<file path="config.mk">
export PLATFORM = sky130hd
export DESIGN_NAME = hessian_3d_edge_flat
export DESIGN_NICKNAME = d
export VERILOG_FILES = /design/src/rtl/hessian_3d_edge_if.sv /design/src/rtl/hessian_3d_edge.sv /design/src/flat_wrapper.sv
export SDC_FILE = /design/constraint.sdc
export NUM_CORES = 1
export LEC_CHECK = 0
export ABC_AREA = 1
export BUFFER_PORTS_ARGS = -buffer_cell sky130_fd_sc_hd__buf_4
export CORE_AREA = 2 2 205 207
export CTS_BUF_LIST = sky130_fd_sc_hd__clkbuf_8
export DETAILED_ROUTE_END_ITERATION = 10
export DIE_AREA = 0 0 207 209
export PLACE_DENSITY_LB_ADDON = 0.05
export SLEW_MARGIN = 40
export SYNTH_ARGS = -nofsm -noshare
export SYNTH_HDL_FRONTEND = slang
export SYNTH_SLANG_ARGS = --single-unit
export TNS_END_PERCENT = 30
</file>
<file path="constraint.sdc">
create_clock -name iclk -period 16.73 [get_ports iclk]
set_input_delay 3.346 -clock iclk [delete_from_list [all_inputs] [get_ports iclk]]
set_output_delay 3.346 -clock iclk [all_outputs]
set_load 0.02 [all_outputs]
</file>
<file path="src/rtl/hessian_3d_edge_if.sv">
// Neighbourhood-in / Hessian-out bundle for the SIFT 3D Hessian and edge-test stage.
// A transfer happens on a rising iclk edge when the producer's valid and the consumer's ready are both 1; valid never waits on ready.
interface hessian_3d_edge_if #(
   parameter int DATA_W = 9,
   parameter int OUT_W  = 9
);
   logic ivalid;
   logic oready;
   logic ovalid;
   logic iready;

   logic signed [DATA_W-1:0] iData_mid_top_left, iData_mid_top, iData_mid_top_right;
   logic signed [DATA_W-1:0] iData_mid_left, iData_mid, iData_mid_right;
   logic signed [DATA_W-1:0] iData_mid_bot_left, iData_mid_bot, iData_mid_bot_right;
   logic signed [DATA_W-1:0] iData_pre_top, iData_pre_left, iData_pre, iData_pre_right, iData_pre_bot;
   logic signed [DATA_W-1:0] iData_next_top, iData_next_left, iData_next, iData_next_right, iData_next_bot;

   logic signed [OUT_W-1:0] odxx, odyy, odss, odxy, odxs, odys;
   logic signed [OUT_W:0]   otrace;
   logic signed [2*OUT_W:0] odet;
   logic                    oedge;
   logic                    osat;

   modport master (
      output ivalid, iready,
      output iData_mid_top_left, iData_mid_top, iData_mid_top_right,
      output iData_mid_left, iData_mid, iData_mid_right,
      output iData_mid_bot_left, iData_mid_bot, iData_mid_bot_right,
      output iData_pre_top, iData_pre_left, iData_pre, iData_pre_right, iData_pre_bot,
      output iData_next_top, iData_next_left, iData_next, iData_next_right, iData_next_bot,
      input  oready, ovalid,
      input  odxx, odyy, odss, odxy, odxs, odys, otrace, odet, oedge, osat
   );

   modport slave (
      input  ivalid, iready,
      input  iData_mid_top_left, iData_mid_top, iData_mid_top_right,
      input  iData_mid_left, iData_mid, iData_mid_right,
      input  iData_mid_bot_left, iData_mid_bot, iData_mid_bot_right,
      input  iData_pre_top, iData_pre_left, iData_pre, iData_pre_right, iData_pre_bot,
      input  iData_next_top, iData_next_left, iData_next, iData_next_right, iData_next_bot,
      output oready, ovalid,
      output odxx, odyy, odss, odxy, odxs, odys, otrace, odet, oedge, osat
   );
endinterface

</file>
<file path="src/rtl/hessian_3d_edge.sv">
// 3-stage DoG Hessian: second derivatives and cross terms, then trace/determinant,
// then Lowe's edge-response test. Whole pipeline stalls together when the output is held.
module hessian_3d_edge #(
   parameter int DATA_W = 9,
   parameter int OUT_W  = 9,
   parameter int EDGE_R = 10,
   parameter int SAT_EN = 1
) (
   input  logic             iclk,
   input  logic             irst,
   hessian_3d_edge_if.slave bus
);
   localparam int SW    = DATA_W + 2;
   localparam int WW    = (SW > OUT_W) ? SW : OUT_W;
   localparam int DW    = 2*OUT_W + 1;
   // One bit beyond the nominal compare width so det at its extreme with r=31 cannot wrap.
   localparam int CMP_W = 2*(OUT_W+1) + 7;
   localparam logic signed [WW-1:0] OMAX = WW'((2**(OUT_W-1)) - 1);
   localparam logic signed [WW-1:0] OMIN = WW'(-(2**(OUT_W-1)));
   localparam logic [CMP_W-1:0] R_L  = CMP_W'(EDGE_R);
   localparam logic [CMP_W-1:0] R1SQ = CMP_W'((EDGE_R+1)*(EDGE_R+1));

   logic adv, v1, v2, v3;

   assign adv        = ~v3 | bus.iready;
   assign bus.oready = adv;
   assign bus.ovalid = v3;

   logic signed [SW-1:0]    d2_raw [3];
   logic signed [WW-1:0]    d2_wide;
   logic signed [OUT_W-1:0] d2_n [3];
   logic [2:0]              clamp;
   logic signed [SW-1:0]    xy_raw, xs_raw, ys_raw;

   always_comb begin
      d2_raw[0] = SW'(bus.iData_mid_right) + SW'(bus.iData_mid_left) - (SW'(bus.iData_mid) <<< 1);
      d2_raw[1] = SW'(bus.iData_mid_bot) + SW'(bus.iData_mid_top) - (SW'(bus.iData_mid) <<< 1);
      d2_raw[2] = SW'(bus.iData_next) + SW'(bus.iData_pre) - (SW'(bus.iData_mid) <<< 1);
      xy_raw = (SW'(bus.iData_mid_bot_right) - SW'(bus.iData_mid_bot_left))
             + (SW'(bus.iData_mid_top_left) - SW'(bus.iData_mid_top_right));
      xs_raw = (SW'(bus.iData_next_right) - SW'(bus.iData_next_left))
             + (SW'(bus.iData_pre_left) - SW'(bus.iData_pre_right));
      ys_raw = (SW'(bus.iData_next_bot) - SW'(bus.iData_next_top))
             + (SW'(bus.iData_pre_top) - SW'(bus.iData_pre_bot));
      d2_wide = '0;
      clamp   = '0;
      for (int i = 0; i < 3; i++) begin
         d2_wide = WW'(d2_raw[i]);
         d2_n[i] = d2_wide[OUT_W-1:0];
         if (SAT_EN != 0) begin
            if (d2_wide > OMAX) begin
               d2_n[i]  = OMAX[OUT_W-1:0];
               clamp[i] = 1'b1;
            end else if (d2_wide < OMIN) begin
               d2_n[i]  = OMIN[OUT_W-1:0];
               clamp[i] = 1'b1;
            end
         end
      end
   end

   logic signed [OUT_W-1:0] s1_d2 [3];
   logic signed [OUT_W-1:0] s1_xy, s1_xs, s1_ys;
   logic                    s1_sat;

   logic signed [OUT_W:0]   trace_n;
   logic signed [DW-1:0]    det_n;

   always_comb begin
      trace_n = (OUT_W+1)'(s1_d2[0]) + (OUT_W+1)'(s1_d2[1]);
      det_n   = DW'(s1_d2[0]) * DW'(s1_d2[1]) - DW'(s1_xy) * DW'(s1_xy);
   end

   logic signed [OUT_W-1:0] s2_dxx, s2_dyy, s2_dss, s2_xy, s2_xs, s2_ys;
   logic signed [OUT_W:0]   s2_trace;
   logic signed [DW-1:0]    s2_det;
   logic                    s2_sat;

   logic [OUT_W:0]   tr_mag;
   logic [CMP_W-1:0] lhs, rhs;
   logic             det_pos, edge_n;

   // Both sides are non-negative once det > 0, so the ratio test is an unsigned compare.
   always_comb begin
      tr_mag  = s2_trace[OUT_W] ? $unsigned(-s2_trace) : $unsigned(s2_trace);
      lhs     = CMP_W'(tr_mag) * CMP_W'(tr_mag) * R_L;
      rhs     = R1SQ * CMP_W'(s2_det[DW-2:0]);
      det_pos = ~s2_det[DW-1] & (|s2_det);
      edge_n  = ~det_pos | (lhs >= rhs);
   end

   always_ff @(posedge iclk) begin
      if (irst) begin
         v1 <= 1'b0;
         v2 <= 1'b0;
         v3 <= 1'b0;
         for (int i = 0; i < 3; i++) s1_d2[i] <= '0;
         s1_xy    <= '0;
         s1_xs    <= '0;
         s1_ys    <= '0;
         s1_sat   <= 1'b0;
         s2_dxx   <= '0;
         s2_dyy   <= '0;
         s2_dss   <= '0;
         s2_xy    <= '0;
         s2_xs    <= '0;
         s2_ys    <= '0;
         s2_trace <= '0;
         s2_det   <= '0;
         s2_sat   <= 1'b0;
         bus.odxx   <= '0;
         bus.odyy   <= '0;
         bus.odss   <= '0;
         bus.odxy   <= '0;
         bus.odxs   <= '0;
         bus.odys   <= '0;
         bus.otrace <= '0;
         bus.odet   <= '0;
         bus.oedge  <= 1'b0;
         bus.osat   <= 1'b0;
      end else if (adv) begin
         v1 <= bus.ivalid;
         for (int i = 0; i < 3; i++) s1_d2[i] <= d2_n[i];
         s1_xy  <= OUT_W'(xy_raw >>> 2);
         s1_xs  <= OUT_W'(xs_raw >>> 2);
         s1_ys  <= OUT_W'(ys_raw >>> 2);
         s1_sat <= |clamp;

         v2       <= v1;
         s2_dxx   <= s1_d2[0];
         s2_dyy   <= s1_d2[1];
         s2_dss   <= s1_d2[2];
         s2_xy    <= s1_xy;
         s2_xs    <= s1_xs;
         s2_ys    <= s1_ys;
         s2_trace <= trace_n;
         s2_det   <= det_n;
         s2_sat   <= s1_sat;

         v3         <= v2;
         bus.odxx   <= s2_dxx;
         bus.odyy   <= s2_dyy;
         bus.odss   <= s2_dss;
         bus.odxy   <= s2_xy;
         bus.odxs   <= s2_xs;
         bus.odys   <= s2_ys;
         bus.otrace <= s2_trace;
         bus.odet   <= s2_det;
         bus.oedge  <= edge_n;
         bus.osat   <= s2_sat;
      end
   end
endmodule

</file>
<file path="src/flat_wrapper.sv">
// flat-port wrapper written by rule: the top's interface ports become plain ports
module hessian_3d_edge_flat 
#(
   parameter int DATA_W = 9,
   parameter int OUT_W  = 9,
   parameter int EDGE_R = 10,
   parameter int SAT_EN = 1
)
  (iclk, irst, bus_ivalid, bus_iready, bus_iData_mid_top_left, bus_iData_mid_top, bus_iData_mid_top_right, bus_iData_mid_left, bus_iData_mid, bus_iData_mid_right, bus_iData_mid_bot_left, bus_iData_mid_bot, bus_iData_mid_bot_right, bus_iData_pre_top, bus_iData_pre_left, bus_iData_pre, bus_iData_pre_right, bus_iData_pre_bot, bus_iData_next_top, bus_iData_next_left, bus_iData_next, bus_iData_next_right, bus_iData_next_bot, bus_oready, bus_ovalid, bus_odxx, bus_odyy, bus_odss, bus_odxy, bus_odxs, bus_odys, bus_otrace, bus_odet, bus_oedge, bus_osat);
  hessian_3d_edge_if #(.DATA_W(DATA_W), .OUT_W(OUT_W)) bus_i ();
  input  logic iclk;
  input  logic irst;
  input wire logic [$bits(bus_i.ivalid)-1:0] bus_ivalid;
  input wire logic [$bits(bus_i.iready)-1:0] bus_iready;
  input wire logic [$bits(bus_i.iData_mid_top_left)-1:0] bus_iData_mid_top_left;
  input wire logic [$bits(bus_i.iData_mid_top)-1:0] bus_iData_mid_top;
  input wire logic [$bits(bus_i.iData_mid_top_right)-1:0] bus_iData_mid_top_right;
  input wire logic [$bits(bus_i.iData_mid_left)-1:0] bus_iData_mid_left;
  input wire logic [$bits(bus_i.iData_mid)-1:0] bus_iData_mid;
  input wire logic [$bits(bus_i.iData_mid_right)-1:0] bus_iData_mid_right;
  input wire logic [$bits(bus_i.iData_mid_bot_left)-1:0] bus_iData_mid_bot_left;
  input wire logic [$bits(bus_i.iData_mid_bot)-1:0] bus_iData_mid_bot;
  input wire logic [$bits(bus_i.iData_mid_bot_right)-1:0] bus_iData_mid_bot_right;
  input wire logic [$bits(bus_i.iData_pre_top)-1:0] bus_iData_pre_top;
  input wire logic [$bits(bus_i.iData_pre_left)-1:0] bus_iData_pre_left;
  input wire logic [$bits(bus_i.iData_pre)-1:0] bus_iData_pre;
  input wire logic [$bits(bus_i.iData_pre_right)-1:0] bus_iData_pre_right;
  input wire logic [$bits(bus_i.iData_pre_bot)-1:0] bus_iData_pre_bot;
  input wire logic [$bits(bus_i.iData_next_top)-1:0] bus_iData_next_top;
  input wire logic [$bits(bus_i.iData_next_left)-1:0] bus_iData_next_left;
  input wire logic [$bits(bus_i.iData_next)-1:0] bus_iData_next;
  input wire logic [$bits(bus_i.iData_next_right)-1:0] bus_iData_next_right;
  input wire logic [$bits(bus_i.iData_next_bot)-1:0] bus_iData_next_bot;
  output wire logic [$bits(bus_i.oready)-1:0] bus_oready;
  output wire logic [$bits(bus_i.ovalid)-1:0] bus_ovalid;
  output wire logic [$bits(bus_i.odxx)-1:0] bus_odxx;
  output wire logic [$bits(bus_i.odyy)-1:0] bus_odyy;
  output wire logic [$bits(bus_i.odss)-1:0] bus_odss;
  output wire logic [$bits(bus_i.odxy)-1:0] bus_odxy;
  output wire logic [$bits(bus_i.odxs)-1:0] bus_odxs;
  output wire logic [$bits(bus_i.odys)-1:0] bus_odys;
  output wire logic [$bits(bus_i.otrace)-1:0] bus_otrace;
  output wire logic [$bits(bus_i.odet)-1:0] bus_odet;
  output wire logic [$bits(bus_i.oedge)-1:0] bus_oedge;
  output wire logic [$bits(bus_i.osat)-1:0] bus_osat;
  assign bus_i.ivalid = bus_ivalid;
  assign bus_i.iready = bus_iready;
  assign bus_i.iData_mid_top_left = bus_iData_mid_top_left;
  assign bus_i.iData_mid_top = bus_iData_mid_top;
  assign bus_i.iData_mid_top_right = bus_iData_mid_top_right;
  assign bus_i.iData_mid_left = bus_iData_mid_left;
  assign bus_i.iData_mid = bus_iData_mid;
  assign bus_i.iData_mid_right = bus_iData_mid_right;
  assign bus_i.iData_mid_bot_left = bus_iData_mid_bot_left;
  assign bus_i.iData_mid_bot = bus_iData_mid_bot;
  assign bus_i.iData_mid_bot_right = bus_iData_mid_bot_right;
  assign bus_i.iData_pre_top = bus_iData_pre_top;
  assign bus_i.iData_pre_left = bus_iData_pre_left;
  assign bus_i.iData_pre = bus_iData_pre;
  assign bus_i.iData_pre_right = bus_iData_pre_right;
  assign bus_i.iData_pre_bot = bus_iData_pre_bot;
  assign bus_i.iData_next_top = bus_iData_next_top;
  assign bus_i.iData_next_left = bus_iData_next_left;
  assign bus_i.iData_next = bus_iData_next;
  assign bus_i.iData_next_right = bus_iData_next_right;
  assign bus_i.iData_next_bot = bus_iData_next_bot;
  assign bus_oready = bus_i.oready;
  assign bus_ovalid = bus_i.ovalid;
  assign bus_odxx = bus_i.odxx;
  assign bus_odyy = bus_i.odyy;
  assign bus_odss = bus_i.odss;
  assign bus_odxy = bus_i.odxy;
  assign bus_odxs = bus_i.odxs;
  assign bus_odys = bus_i.odys;
  assign bus_otrace = bus_i.otrace;
  assign bus_odet = bus_i.odet;
  assign bus_oedge = bus_i.oedge;
  assign bus_osat = bus_i.osat;
  hessian_3d_edge #(.DATA_W(DATA_W), .OUT_W(OUT_W), .EDGE_R(EDGE_R), .SAT_EN(SAT_EN)) u_core (.iclk(iclk), .irst(irst), .bus(bus_i));
endmodule
</file>
==> impl_metrics.csv <==
group,metric,value,unit
final_layout,fin_nets,4518,
die,cell_rows,75,
timing,timing.setup.tns,0,ns
die,initial_core_util,0.6470,
timing,max_clock_freq,111.8,MHz
worst_setup_path,setup.worst_path.end_class,"flip-flop",
die,coreArea,41290,um2
synthesis,synth_edf_count,27,
clock_tree,clock_path_buffers,3,
die,overall_die_height,209,um
synthesis,asyncSetResetFlopFracSynth,0,
clock_tree,cts.hold.buffers_added,0,
clock_tree,tritoncts,"yes",
timing,hold_slack,0.4559,ns
grt,grt_pass1_wl,109300,um
worst_setup_path,arrival_time_worst_endpoint,9.50,ns
worst_setup_path,worstSetupStartpointType,"flip-flop",
placed_design,hpwl,53240,um
routing,detail_route.wl_per_cell,15.27,um
routing,drc_errors,0,
routing,wl,65250,um
routing,first_pass_iters,6,
synthesis,synth-main-ff-cell,"dfxtp_1",
grt,grt_pass1_vias,23599,
synthesis,yosysUniqueCellTypes,57,
status,run_status,"complete, no violations",
grt,number_of_antenna_violations_at_the_first_check_in_global_routing,0,
clock_tree,cells_resized_by_post_cts_repair,0,
timing,fin_worst_skew,0.01780,ns
worst_setup_path,crit_required,17.29,ns
grt,grt_max_degree,99,
worst_setup_path,timing_worst_setup_path_type,"reg2reg",
timing,finalCritPeriodShare,0.5349,
min_path,min_path_type,"reg2reg",
timing,layout_min_cycle_time,8.948,ns
worst_setup_path,cp_max_fo,15,
routing,detail_route.iter0.violations,1382,
worst_setup_path,worst_path_max_delay_cell,"fa_1",
timing,worstMarginPinSlew,0.7689,ns
routing,dr_total_vias,23002,
die,io-pin-count,262,
synthesis,synth-seq-cells,227,
routing,detail_route.vias_per_cell,5.384,
final_layout,finish.utilization,0.7270,
final_layout,finish.cell_count_without_fillers,4272,
timing,finalMaxSlewViolations,0,
timing,rsz0062_at_grt,"false",
die,die_area,43260,um2
worst_setup_path,timing.critical_path.slowest_cell_delay,0.55,ns
clock_tree,clk_pin_slew_worst_paths,0.07,ns
synthesis,mappedNetlistArea,26710,um2
die,die_width,207,um
worst_setup_path,timing.reg2reg.worst_path_depth,45,
clock_tree,cts_htree_levels,2,
synthesis,synth_sequential_area_ratio,0.1802,
final_layout,mostFrequentLayoutCells,"inv_1, nand2_1, ha_1",
final_layout,insertedDiodeCount,0,
placed_design,dpl.cell_count,4198,
timing,report.final.hold_viol_count,0,
min_path,timing.hold.worst_path_depth,2,
clock_tree,worstSkewPairLatency,0.61,ns
synthesis,syn_inst,3463,
grt,grt_remaining_overflow,0,
clock_tree,postCtsSetupBuffers,0,
clock_tree,cts_num_sinks,227,
worst_setup_path,critPathMostFrequentCell,"nand2_1",
clock_tree,clk_root_buffer_cell,"clkbuf_8",
job,cap_viol_max_count,0,
placed_design,gp_routability_congestion,0.9107,
timing,setup-violations-final,0,
grt,global_route.usage.total,0.3046,
synthesis,synth_area_per_cell,7.714,um2
clock_tree,cts_buffers,41,
final_layout,final_layout_size_suffix_gt1_frac,0.1010,
placed_design,placement.io_buffers,261,
synthesis,synthesis.yosys.warnings,0,
final_layout,areaGrowthSynthToFinish,12.36,%
timing,max-slew-margin-rel,0.4874,
final_layout,mostFrequentLayoutCell,"inv_1",
routing,ant_nets,0,
-- cell type report --
type | instances | area, um2
clock buffer | 48 | 660.6
clock inverter | 26 | 216.5
fill | 3280 | 11270
inverter | 818 | 3079
multi-input combinational | 2349 | 18570
sequential | 227 | 4815
tap | 539 | 674.4
timing repair buffer | 265 | 2001
-- per-layer routing --
layer  track usage  up-vias  wire, um
met4        0.1059        0      2001
li1              -    11333         -
met3       0.04358      147      3273
met2        0.5378      618     32130
met1        0.3815    10904     27850
met5             0        -         0
-- cell usage after synthesis (7+ instances only) --
master | instances | share of area
inv_2 | 9 | 0.0013
xor2_1 | 96 | 0.031
nor3_1 | 23 | 0.0043
nand2_2 | 11 | 0.0026
o21ai_0 | 202 | 0.038
xnor2_1 | 64 | 0.021
fa_1 | 253 | 0.19
nor4_1 | 7 | 0.0016
a21o_1 | 18 | 0.0051
nand4_1 | 16 | 0.0037
a21oi_1 | 181 | 0.034
nor2_1 | 138 | 0.019
ha_1 | 388 | 0.18
a31oi_1 | 15 | 0.0035
edfxtp_1 | 27 | 0.030
inv_1 | 806 | 0.11
nand3_1 | 88 | 0.016
nand2_1 | 656 | 0.092
clkbuf_1 | 64 | 0.0090
o21bai_1 | 22 | 0.0062
o21ai_1 | 17 | 0.0032
dfxtp_1 | 200 | 0.15
o22ai_1 | 75 | 0.018
-- path summary, 6_finish.rpt --
check	slack (ns)	start	endpoint
setup / recovery	7.78	u_core.s2_trace[0]	u_core.bus.oedge
hold / removal	0.46	u_core.s1_d2[2][3]	u_core.s2_dss[3]
setup reg to reg	7.78	u_core.s2_trace[0]	u_core.bus.oedge
hold reg to reg	0.46	u_core.s1_d2[2][3]	u_core.s2_dss[3]
-- worst max-delay path, delay by kind of cell (launching register included) --
| kind | cells | cell delay, ns |
|---|---|---|
| xor+xnor | 2 | 0.38 |
| compound gates | 4 | 0.87 |
| flops | 1 | 0.39 |
| fa+ha+maj | 10 | 4.25 |
| simple gates | 22 | 2.30 |
| buf+inv | 7 | 0.70 |
-- flip-flops by register name (all words and copies together) (netlist names), 10 cells and up --
signal             flops
u_core.bus.odet       19
u_core.s1_d2          27
u_core.s2_trace       10
u_core.s2_det         19
u_core.bus.otrace     10
-- cell families (layout without fill, tap and decap cells) --
group	after synthesis	in the layout	share of synthesized area
AND/OR/NAND/NOR	966	966	0.1483
buffers and inverters	892	1157	0.1259
adder cells (fa/ha/maj)	641	641	0.3713
AO/OA/AOI/OAI	574	574	0.1209
flip-flops	227	227	0.1802
XOR/XNOR	161	161	0.05307
other	2	7	0.0002811
-- per-stage QoR --
step	area [um2]	worst slack (ns)
2_1_floorplan	26730	8.597
3_3_place_gp	29130	8.044
3_5_place_dp	29140	7.837
4_1_cts	30010	7.831
5_1_grt	30020	7.071
6_report	30020	7.782
Power is not shown: default switching activity piles up to over one toggle a cycle in this logic, so the estimate is an artifact.
